<file path="config.mk">
export PLATFORM = sky130hd
export DESIGN_NAME = mem_req_issuer
export DESIGN_NICKNAME = d
export VERILOG_FILES = /design/src/rtl/mem_req_issuer.sv
export SDC_FILE = /design/constraint.sdc
export NUM_CORES = 1
export LEC_CHECK = 0
export BUFFER_PORTS_ARGS = -buffer_cell sky130_fd_sc_hd__buf_2
export CORE_ASPECT_RATIO = 2
export CORE_MARGIN = 2
export CORE_UTILIZATION = 42
export CTS_CLUSTER_DIAMETER = 100
export DETAILED_ROUTE_END_ITERATION = 8
export HOLD_SLACK_MARGIN = 0.08
export PLACE_DENSITY_LB_ADDON = 0.3
export SLEW_MARGIN = 25
export SYNTH_ARGS = -nofsm -noshare
export SYNTH_HDL_FRONTEND = slang
export SYNTH_SLANG_ARGS = --single-unit
</file>
<file path="constraint.sdc">
create_clock -name clk -period 2.6 [get_ports clk]
set_input_delay 0 -clock clk [delete_from_list [all_inputs] [get_ports clk]]
set_output_delay 0 -clock clk [all_outputs]
set_load 0.01 [all_outputs]
</file>
<file path="src/rtl/mem_req_issuer.sv">
// rtl/mem_req_issuer.sv - request issuer feeding the memory delay line, with tagged read returns
// Optional read/write statistics counters: MEM_REQ_ISSUER_STATS_EN.
module mem_req_issuer #(
    parameter int n       = 8,
    parameter int m       = 32,
    parameter int delay   = 4,
    parameter int RD_LAT  = 5,
    parameter int TAGW    = 4,
    parameter int MAX_OUT = 4
) (
    input  logic            clk,
    input  logic            rst,
    input  logic            req_valid,
    output logic            req_ready,
    input  logic            req_rw,
    input  logic            req_clr,
    input  logic [n-1:0]    req_addr,
    input  logic [m-1:0]    req_wdata,
    input  logic [TAGW-1:0] req_tag,
    output logic [n-1:0]    marO,
    output logic [m-1:0]    dataO,
    output logic            ceO,
    output logic            rwO,
    output logic            clrO,
    input  logic [m-1:0]    mem_rdata,
    output logic            rsp_valid,
    output logic [m-1:0]    rsp_data,
    output logic [TAGW-1:0] rsp_tag,
    output logic            busy,
    output logic [15:0]     rd_cnt,
    output logic [15:0]     wr_cnt
);
    localparam int OUTW = $clog2(MAX_OUT + 1);
    localparam int CNTW = $clog2(delay + 2);

    typedef enum logic [1:0] {RUN, DRAIN, CLRHOLD} stateT;

    stateT             state;
    logic [OUTW-1:0]   outstanding;
    logic [CNTW-1:0]   holdCnt;
    logic [RD_LAT-1:0] pipeValid;
    logic [TAGW-1:0]   pipeTag [RD_LAT];
    logic              accept;
    logic              readIssue;
    logic              retire;

    always_comb begin
        req_ready = (state == RUN)
                    && !(req_rw && !req_clr && outstanding == OUTW'(MAX_OUT))
                    && !(req_clr && outstanding != '0);
        accept    = req_valid && req_ready;
        readIssue = accept && !req_clr && req_rw;
        retire    = pipeValid[RD_LAT-1];
    end

    assign busy = (outstanding != '0) || (state != RUN);

    // Tags ride alongside the valid bits; only the valid bits need clearing on reset.
    always_ff @(posedge clk) begin
        pipeTag[0] <= req_tag;
        for (int i = 1; i < RD_LAT; i++) begin
            pipeTag[i] <= pipeTag[i-1];
        end
    end

    always_ff @(posedge clk) begin
        if (rst) begin
            state       <= RUN;
            outstanding <= '0;
            holdCnt     <= '0;
            pipeValid   <= '0;
            marO        <= '0;
            dataO       <= '0;
            ceO         <= 1'b0;
            rwO         <= 1'b0;
            clrO        <= 1'b0;
            rsp_valid   <= 1'b0;
            rsp_data    <= '0;
            rsp_tag     <= '0;
        end else begin
            pipeValid[0] <= readIssue;
            for (int i = 1; i < RD_LAT; i++) begin
                pipeValid[i] <= pipeValid[i-1];
            end

            case ({readIssue, retire})
                2'b10:   outstanding <= outstanding + 1'b1;
                2'b01:   outstanding <= outstanding - 1'b1;
                default: outstanding <= outstanding;
            endcase

            ceO  <= accept;
            clrO <= accept && req_clr;
            rwO  <= accept && !req_clr && req_rw;
            if (accept && !req_clr) begin
                marO  <= req_addr;
                dataO <= req_wdata;
            end

            rsp_valid <= retire;
            if (retire) begin
                rsp_data <= mem_rdata;
                rsp_tag  <= pipeTag[RD_LAT-1];
            end

            // A clear waits in DRAIN until every read has returned, then is taken in RUN.
            case (state)
                RUN: begin
                    if (accept && req_clr) begin
                        state   <= CLRHOLD;
                        holdCnt <= CNTW'(delay + 1);
                    end else if (req_valid && req_clr && outstanding != '0) begin
                        state <= DRAIN;
                    end
                end
                DRAIN: begin
                    if (outstanding == '0) state <= RUN;
                end
                CLRHOLD: begin
                    holdCnt <= holdCnt - 1'b1;
                    if (holdCnt == CNTW'(1)) state <= RUN;
                end
                default: state <= RUN;
            endcase
        end
    end

`ifdef MEM_REQ_ISSUER_STATS_EN
    logic [15:0] rdCntQ;
    logic [15:0] wrCntQ;

    always_ff @(posedge clk) begin
        if (rst) begin
            rdCntQ <= '0;
            wrCntQ <= '0;
        end else if (accept && !req_clr) begin
            if (req_rw) rdCntQ <= rdCntQ + 16'd1;
            else        wrCntQ <= wrCntQ + 16'd1;
        end
    end

    assign rd_cnt = rdCntQ;
    assign wr_cnt = wrCntQ;
`else
    assign rd_cnt = '0;
    assign wr_cnt = '0;
`endif
endmodule
</file>
Word-level counts from Yosys, hierarchy flattened
Memory sizes are Yosys's and may differ from the RTL's. A register that Yosys moved wholly into a read port is not among the register bits. Index checks and enable logic that the tools add are counted.

Memories kept: 1. Memory bits (writable): 20. Input port bits: 81. Word-level logic and storage cells: 56. Output and inout port bits: 114. Register bits: 89.

Memories: pipeTag (words 5, width 4, read ports 5, clocked after Yosys merged registers in 1, wr ports 5, line 42) `logic [TAGW-1:0] pipeTag [RD_LAT];`.

Reductions and logical operators: 23. Equality and inequality tests: 10. Multiplexer cells: 8. Add/subtract/negate cells: 3.

Operator list (count): $pmux W3 S2 (2); $logic_and A1 B1 Y1 (11); $mux W2 (4); $pmux W2 S3 (1); $reduce_bool A2 Y1 (3); $sub A3 B1 Y3 const B (2); $eq A2 B1 Y1 const B (2); $eq A2 B2 Y1 const B (2); $ne A2 B2 Y1 const B (2); $add A3 B1 Y3 const B (1); $eq A3 B1 Y1 const B (1); $eq A3 B3 Y1 const B (1); $logic_not A1 Y1 (3); $logic_not A3 Y1 (1); $mux W3 (1); $ne A3 B1 Y1 const B (1); $reduce_and A3 Y1 (1); $reduce_bool A3 Y1 (1); $logic_not A2 Y1 (1); $ne A2 B1 Y1 const B (1); $reduce_and A2 Y1 (1); $logic_or A1 B1 Y1 (1).

Logic depth before layout (Yosys ltp)
Gate-level depths: netlist (run 1).

Depth after elaboration: 11. Gate-level depth with buffers: 10. Mapped depth without buffers: 9.

Least setup slack after synthesis (run 1)
Ideal clock, no wire load.

Path kind: reg2reg. Start point: register state[1]. End point: register outstanding[2]. Buffers on the path: 1. Slack: 229 ps. Cell stages (with the launch flop): 11. Period minus slack after synthesis: 2371 ps. Setup time: 71 ps. Required time: 2529 ps. Data arrival time: 2300 ps. Cell sequence: dfxtp_1 > or3b_4 > a211oi_4 > buf_6 > nand2_1 > ha_1 > inv_1 > fa_1 > xor2_1 > or3_1 > a21oi_1.

Cells in the longest elaborated chain, start to end: 8. Elaborated cells on any way between the ends: 10. Classes of those cells: eq/ne (2); mux (1); reduce/logical (7).

RTL lines: from (decl) (line 38) `stateT state;`; from (signal assigned) (line 68) `state <= RUN;`; from (signal assigned) (line 110) `state <= CLRHOLD;`; from (signal assigned) (line 113) `state <= DRAIN;`; $logic_not A2 Y1 (*) (line 48) `req_ready = (state == RUN)`; $logic_and A1 B1 Y1 (*) (line 49) `&& !(req_rw && !req_clr && outstanding == OUTW'(MAX_OUT))`; $logic_and A1 B1 Y1 (*) (line 50) `&& !(req_clr && outstanding != '0);`; $logic_and A1 B1 Y1 (*) (line 51) `accept = req_valid && req_ready;`; $logic_and A1 B1 Y1 (*) (2 in series) (line 52) `readIssue = accept && !req_clr && req_rw;`; $eq A2 B1 Y1 / $eq A2 B2 Y1 (equally long branches) (line 86) `case ({readIssue, retire})`; $pmux W3 S2 / $reduce_bool A2 Y1 (equally long branches); to (signal assigned) (line 87) `2'b10: outstanding <= outstanding + 1'b1;`; to (signal assigned) (line 88) `2'b01: outstanding <= outstanding - 1'b1;`; to (signal assigned) (line 89) `default: outstanding <= outstanding;`; to (decl) (line 39) `logic [OUTW-1:0] outstanding;`.

Every way passes the cells marked *; elsewhere a longest branch is shown, timed or not. A chain may end at the register's enable or synchronous reset.

Worst setup path in the final report (run 1)
Start point: register outstanding[0]. End point: register outstanding[2].

Cells in the longest elaborated chain, start to end: 10. Elaborated cells on any way between the ends: 17. Classes of those cells: add/sub (2); eq/ne (3); mux (1); reduce/logical (11).

RTL lines (line): $eq A3 B3 Y1 (49); $logic_and A1 B1 Y1 (49); $logic_not A1 Y1 (49); $logic_and A1 B1 Y1 (49); $logic_and A1 B1 Y1 (50); $logic_and A1 B1 Y1 (51); $logic_and A1 B1 Y1 (2 in series) (52); $eq A2 B1 Y1 / $eq A2 B2 Y1 (equally long branches) (86); $pmux W3 S2 / $reduce_bool A2 Y1 (equally long branches).

Parallel ways exist; a longest one is shown, timed or not.

==> flow_metrics.tcl, run 1 <==
set metrics [dict create \
    status "completed" \
    rows 52 \
    synth_seq_cells 112 \
    setup_viol 0 \
    cts-root-buf "clkbuf_16" \
    power_frac_comb_pct 11.7 \
    async_flop_share_pct 0 \
    tritoncts "done" \
    routed_wl_um 9859 \
    insertion_delay_ns 0.35 \
    wire_per_inst_um 12.56 \
    drt_first_iter_violations 80 \
    syn_area_um2 4359 \
    synth_edf_count 0 \
    grt_pass1_wl_um 15960 \
    finish.utilization_pct 61.77 \
    end_kind "flop" \
    hold_class "in -> reg" \
    core_um2 10080 \
    yosysSeqAreaShare_pct 51.44 \
    synth_top_area_cell "dfxtp_1" \
    power_frac_clock_pct 37.6 \
    post-cts-setup-buffers 0 \
    ant_nets 0 \
    hpwlAfterDp_um 6346 \
    vias 3448 \
    p_int_w 0.002686 \
    global_route.overflow_total 0 \
    min_path_cells 2 \
    diodes 0 \
    hold_viol_final 0 \
    grt_usage_pct 17.42 \
    start_kind "flop" \
    synth_commonest_cells "dfxtp_1, nand2b_1, mux2i_1" \
    maxSlewViolCount 0 \
    layout-drive-gt1-share_pct 28.46 \
    rsz0062_at_grt "no" \
    seqPwrFrac_pct 50.7 \
    dieArea_um2 11260 \
    crit_slowest_cell "nor3b_1" \
    syn_inst 412 \
    fill_cells 782 \
    swShare_pct 24.60 \
    fin_skew_ns 0.008987 \
    grt_max_degree 78 \
    p_sw_w 0.0008761 \
    tightest_slew_ns 0.6998 \
    yosys.area.top_type_share_pct 51.44 \
    worstPathCellList "nor3b_1 -> a211oi_4 -> nand2_1 -> ha_1 -> inv_1 -> fa_1 -> xor2_1 -> or3_1 -> a21oi_1" \
    clock_path_buffers 2 \
    worstPathMaxFanout 4 \
    clock_sinks 112 \
    vias_per_cell 4.392 \
    dieWidth_um 76.04 \
    ff2ff_path_depth 9 \
    fmax_mhz 429.7 \
    cp.arrival_ns 2.61 \
    drc 0 \
    avgSynthCellArea_um2 10.58 \
    crit_path_max_incr_delay_ns 0.46 \
    num-nets-final 730 \
    multi_input_area_um2 1851 \
    synth.area.top_cells "dfxtp_1, mux2i_1, nand2b_1, buf_4, nor2_1" \
    max-cap-violations 0 \
    finalSetupTns_ns 0 \
    initial_core_util_pct 43.23 \
    yosysMostFrequentCell "dfxtp_1" \
    power_leakage_nw 2.794 \
    regArea_um2 2243 \
    worstSetupPathType "reg -> reg" \
    num_io_pins 195 \
    antenna_found_initial 0 \
    ir_drop_mv 0.3674 \
    worstPathRequired_ns 2.88 \
    grt_pass1_vias 3479 \
    yosys_most_used_dff "dfxtp_1" \
    cts-htree-levels 3 \
    gp_congestion 0.7836 \
    area_delta_synth_final_pct 42.91 \
    drtPass1Iterations 4 \
    holdBufCountCts 79 \
    min_period_ns 2.327 \
    finalCritPeriodShare_pct 89.51 \
    relSlewSlack_pct 53.34 \
    synth_cell_type_count 33 \
    clkTransAtPathRegs_ns 0.08 \
    port_buffers 162 \
    synth-warning-count 0 \
    cts_buffers 9 \
    powerDensity_nw_per_um2 571.8 \
    ctsResizeCount 0 \
    fp.dieH_um 148.1 \
]
==> stage by stage <==
stage	setup WS, ns	std cells	cell area (um2)	hold WS, ns	total power (W)
6_report	0.2727	785	6230	0.2865	0.003562
5_1_grt	0.1462	785	6230	0.2777	0.003730
4_1_cts	0.2830	785	6230	0.2716	0.003612
3_5_place_dp	0.2957	690	5142	0.1041	0.002165
3_3_place_gp	0.4482	690	5142	0.1036	0.002156
2_1_floorplan	0.2291	443	4476	0.02772	0.002070
==> layout make-up <==
type	instances	share of cell area, %
inverter	7	0.4218
multi-input combinational	270	29.70
clock buffer	9	3.615
timing repair buffer	245	26.39
tap	135	2.711
clock inverter	7	1.145
sequential	112	36.01
==> per-layer routing <==
layer  wire length, um  global-route usage [%]  vias to the layer above
li1                  -                       -                     1739
met1              3778                   18.04                     1556
met5                 0                       0                        -
met3               547                   5.218                       22
met4               238                   8.182                        0
met2              5294                   31.92                      131
==> cell usage in the layout, fill, tap and decap left out, drive strengths merged <==
cell / n
buf: 166
nor3b: 2
clkinv: 2
dfxtp: 112
a21o: 1
and3b: 1
clkbuf: 9
a211oi: 2
nor2: 40
nor3: 2
fa: 1
inv: 12
and2: 1
ha: 3
a21oi: 4
a311o: 1
mux2i: 76
o21ai: 2
nand2b: 82
dlygate4sd3: 79
a311oi: 1
xor2: 2
nor2b: 6
nand2: 4
or3b: 1
o21bai: 1
nor4: 1
conb: 32
a41oi: 1
nand4b: 1
or3: 1
a31oi: 1
==> state kept, by name (all words and copies together) (netlist names) <==
signal and count:
dataO 32, rsp_data 32, pipeTag 20, marO 8
pipeValid 5, rsp_tag 4, holdCnt 3, outstanding 3
state 2, ceO 1, clrO 1, rsp_valid 1
==> critical path: cells and delay by family (launching register included) <==
family / cells / cell delay [ns]
simple gates: 3 / 0.88
xor+xnor: 1 / 0.16
compound gates: 2 / 0.26
flops: 1 / 0.35
buf+inv: 1 / 0.06
fa+ha+maj: 2 / 0.55
==> cells by family after synthesis <==
logic type	synth area share, %
XOR/XNOR	0.4019
flip-flops	51.44
AO/OA/AOI/OAI	2.440
AND/OR/NAND/NOR	18.08
other	0.08603
buffers and inverters	8.783
multiplexers	17.45
adder cells (fa/ha/maj)	1.320
==> power groups by stage <==
stage	clock [W]	sequential (W)	combinational [W]
floorplan	0	0.00186	0.000211
global placement	0	0.00184	0.000314
detailed placement	0	0.00184	0.000320
CTS	0.00139	0.00181	0.000412
global route	0.00146	0.00181	0.000453
finish	0.00134	0.00181	0.000416
==> worst paths after layout <==
path | from | endpoint | slack, ns
worst min-delay path | req_tag[2] | pipeTag[0][2] | 0.29
worst max register to register | outstanding[0] | outstanding[2] | 0.27
worst max-delay path | outstanding[0] | outstanding[2] | 0.27
worst min register to register | pipeTag[3][2] | pipeTag[4][2] | 0.33
No activity file was read; power rests on OpenSTA's default activity.
==> inputs of run 2 (changes only) <==
--- a/config.mk
+++ b/config.mk
@@ -5,12 +5,12 @@
 export SDC_FILE = /design/constraint.sdc
 export NUM_CORES = 1
 export LEC_CHECK = 0
-export BUFFER_PORTS_ARGS = -buffer_cell sky130_fd_sc_hd__buf_2
 export CORE_ASPECT_RATIO = 2
 export CORE_MARGIN = 2
-export CORE_UTILIZATION = 42
+export CORE_UTILIZATION = 56
 export CTS_CLUSTER_DIAMETER = 100
 export DETAILED_ROUTE_END_ITERATION = 8
+export DONT_BUFFER_PORTS = 1
 export HOLD_SLACK_MARGIN = 0.08
 export PLACE_DENSITY_LB_ADDON = 0.3
 export SLEW_MARGIN = 25
==> run 2 against run 1 <==
Hold slack worse by 0.19 ns. Sequential cell count stayed put. Die area down 24%. Clock skew is 0.0016 ns higher. Critical path type unchanged. Highest routed layer unchanged.
==> flow_metrics.tcl, run 2 (synthesized netlist as in run 1, its figures left out) <==
set metrics [dict create \
    end_kind "flop" \
    final_cell_mix "dfxtp_1, nand2b_1, dlygate4sd3_1" \
    grt_pass1_vias 2986 \
    ant_nets 0 \
    drtPass1Iterations 4 \
    status "completed" \
    vias_per_cell 5.005 \
    rsz0062_at_grt "no" \
    num-nets-final 569 \
    final_cells 582 \
    area_delta_synth_final_pct 23.08 \
    gp_congestion 0.7261 \
    rows 45 \
    finalCritPeriodShare_pct 88.01 \
    start_kind "flop" \
    grt_pass1_wl_um 13970 \
    min-delay-start "req_rw" \
    initial_core_util_pct 57.78 \
    cts_buffers 9 \
    fin_skew_ns 0.01056 \
    cp.arrival_ns 2.55 \
    clkTransAtPathRegs_ns 0.07 \
    hpwlAfterDp_um 5432 \
    worstPathRequired_ns 2.86 \
    worstPathMaxFanout 4 \
    drc 0 \
    dieWidth_um 66.39 \
    wire_per_inst_um 15.94 \
    placed_cells 485 \
    power_leakage_nw 2.031 \
    dieArea_um2 8548 \
    rr_startpoint "outstanding[0]" \
    antenna_found_initial 0 \
    cts-htree-levels 3 \
    ir_drop_mv 0.5278 \
    finalSetupTns_ns 0 \
    crit_path_max_incr_delay_ns 0.45 \
    cts-root-buf "clkbuf_16" \
    routed_wl_um 9276 \
    p_total_w 0.003406 \
    rr_endpoint "outstanding[2]" \
    hold_viol_final 0 \
    maxSlewViolCount 0 \
    r2r_setup_slack_ns 0.31 \
    fin_ws_ns 0.3118 \
    min_path_cells 4 \
    port_buffers 0 \
    core_um2 7545 \
    layout_commonest_cell "dfxtp_1" \
    max-cap-violations 0 \
    reg_top3 "dataO: 32 flops, rsp_data: 32 flops, pipeTag: 20 flops" \
    grt_max_degree 133 \
    worstSetupPathType "reg -> reg" \
    fp.dieH_um 128.8 \
    setup_viol 0 \
    grt_usage_pct 21.49 \
    drt_first_iter_violations 166 \
    post-place-ws_ns 0.3047 \
    worstPathCellList "nor3b_1 -> a211oi_4 -> nand2_1 -> ha_1 -> inv_1 -> fa_1 -> xor2_1 -> or3_1 -> a21oi_1" \
    tightest_slew_ns 0.6685 \
    num_io_pins 195 \
    min_to "outstanding[1]" \
    relSlewSlack_pct 55.43 \
    min_period_ns 2.288 \
    hold_class "in -> reg" \
    ff2ff_path_depth 9 \
    clock_path_buffers 2 \
    clock_sinks 112 \
    vias 2913 \
    powerDensity_nw_per_um2 634.8 \
    tritoncts "done" \
    diodes 0 \
    layout-drive-gt1-share_pct 4.303 \
    ctsResizeCount 0 \
    fmax_mhz 437.0 \
    insertion_delay_ns 0.34 \
    global_route.overflow_total 0 \
    crit_slowest_cell "nor3b_1" \
    holdWs_ns 0.09755 \
]
[run 2: changes by cell type in the layout (fill, tap and decap cells not counted)]
| cell | delta |
|---|---|
| buf_12 | -1 |
| buf_16 | +1 |
| buf_2 | -162 |
| buf_4 | -1 |
| clkinv_2 | +1 |
| clkinv_8 | -1 |
| dlygate4sd3_1 | +2 |
| inv_8 | -1 |
[run 2: cell type report]
cell class	count	area (um2)
sequential	112	2243
fill	530	2180
multi-input combinational	270	1851
timing repair buffer	84	853.3
clock buffer	9	225.2
tap	94	117.6
clock inverter	6	48.80
inverter	7	26.28
[run 2: stage by stage]
stage | cell area [um2] | util [%]
after floorplan | 4476 | -
after global placement | 4253 | 56.37
after detailed placement | 4253 | 56.37
after CTS | 5365 | 71.11
after global routing | 5365 | 71.11
final | 5365 | 71.11
[run 2: where the power goes]
group          switching [W]  leakage (nW)  total (W)  internal [W]
Clock               0.000609         0.137    0.00127      0.000659
Sequential         0.0000568         0.916    0.00183       0.00178
Combinational       0.000139         0.978   0.000305      0.000166
[run 2: worst max path at each step]
stage | slack [ns] | startpoint | to
floorplan | 0.23 | state[1] | outstanding[2]
global placement | 0.44 | outstanding[0] | outstanding[2]
detailed placement | 0.30 | outstanding[0] | outstanding[2]
CTS | 0.28 | outstanding[0] | outstanding[2]
global route | 0.14 | outstanding[0] | outstanding[2]
finish | 0.31 | outstanding[0] | outstanding[2]
[run 2: per-layer routing]
layer  vias up  part of all wire (%)  global-route usage (%)
met4         0                   2.6                   9.964
met3        18                   7.4                   5.944
li1       1414                     -                       -
met5         -                     0                       0
met1      1341                    36                   21.30
met2       140                    54                   39.82
[run 2: timing repair]
item,in CTS,in global routing
hold buffers,82,0
buffers inserted,0,0
hold endpoints to repair,96,0
[run 2: critical path: cells and delay by family (launching register included)]
kind | cells | cell delay [ns]
compound gates | 2 | 0.26
xor+xnor | 1 | 0.15
fa+ha+maj | 2 | 0.55
buf+inv | 1 | 0.06
flops | 1 | 0.35
simple gates | 3 | 0.85
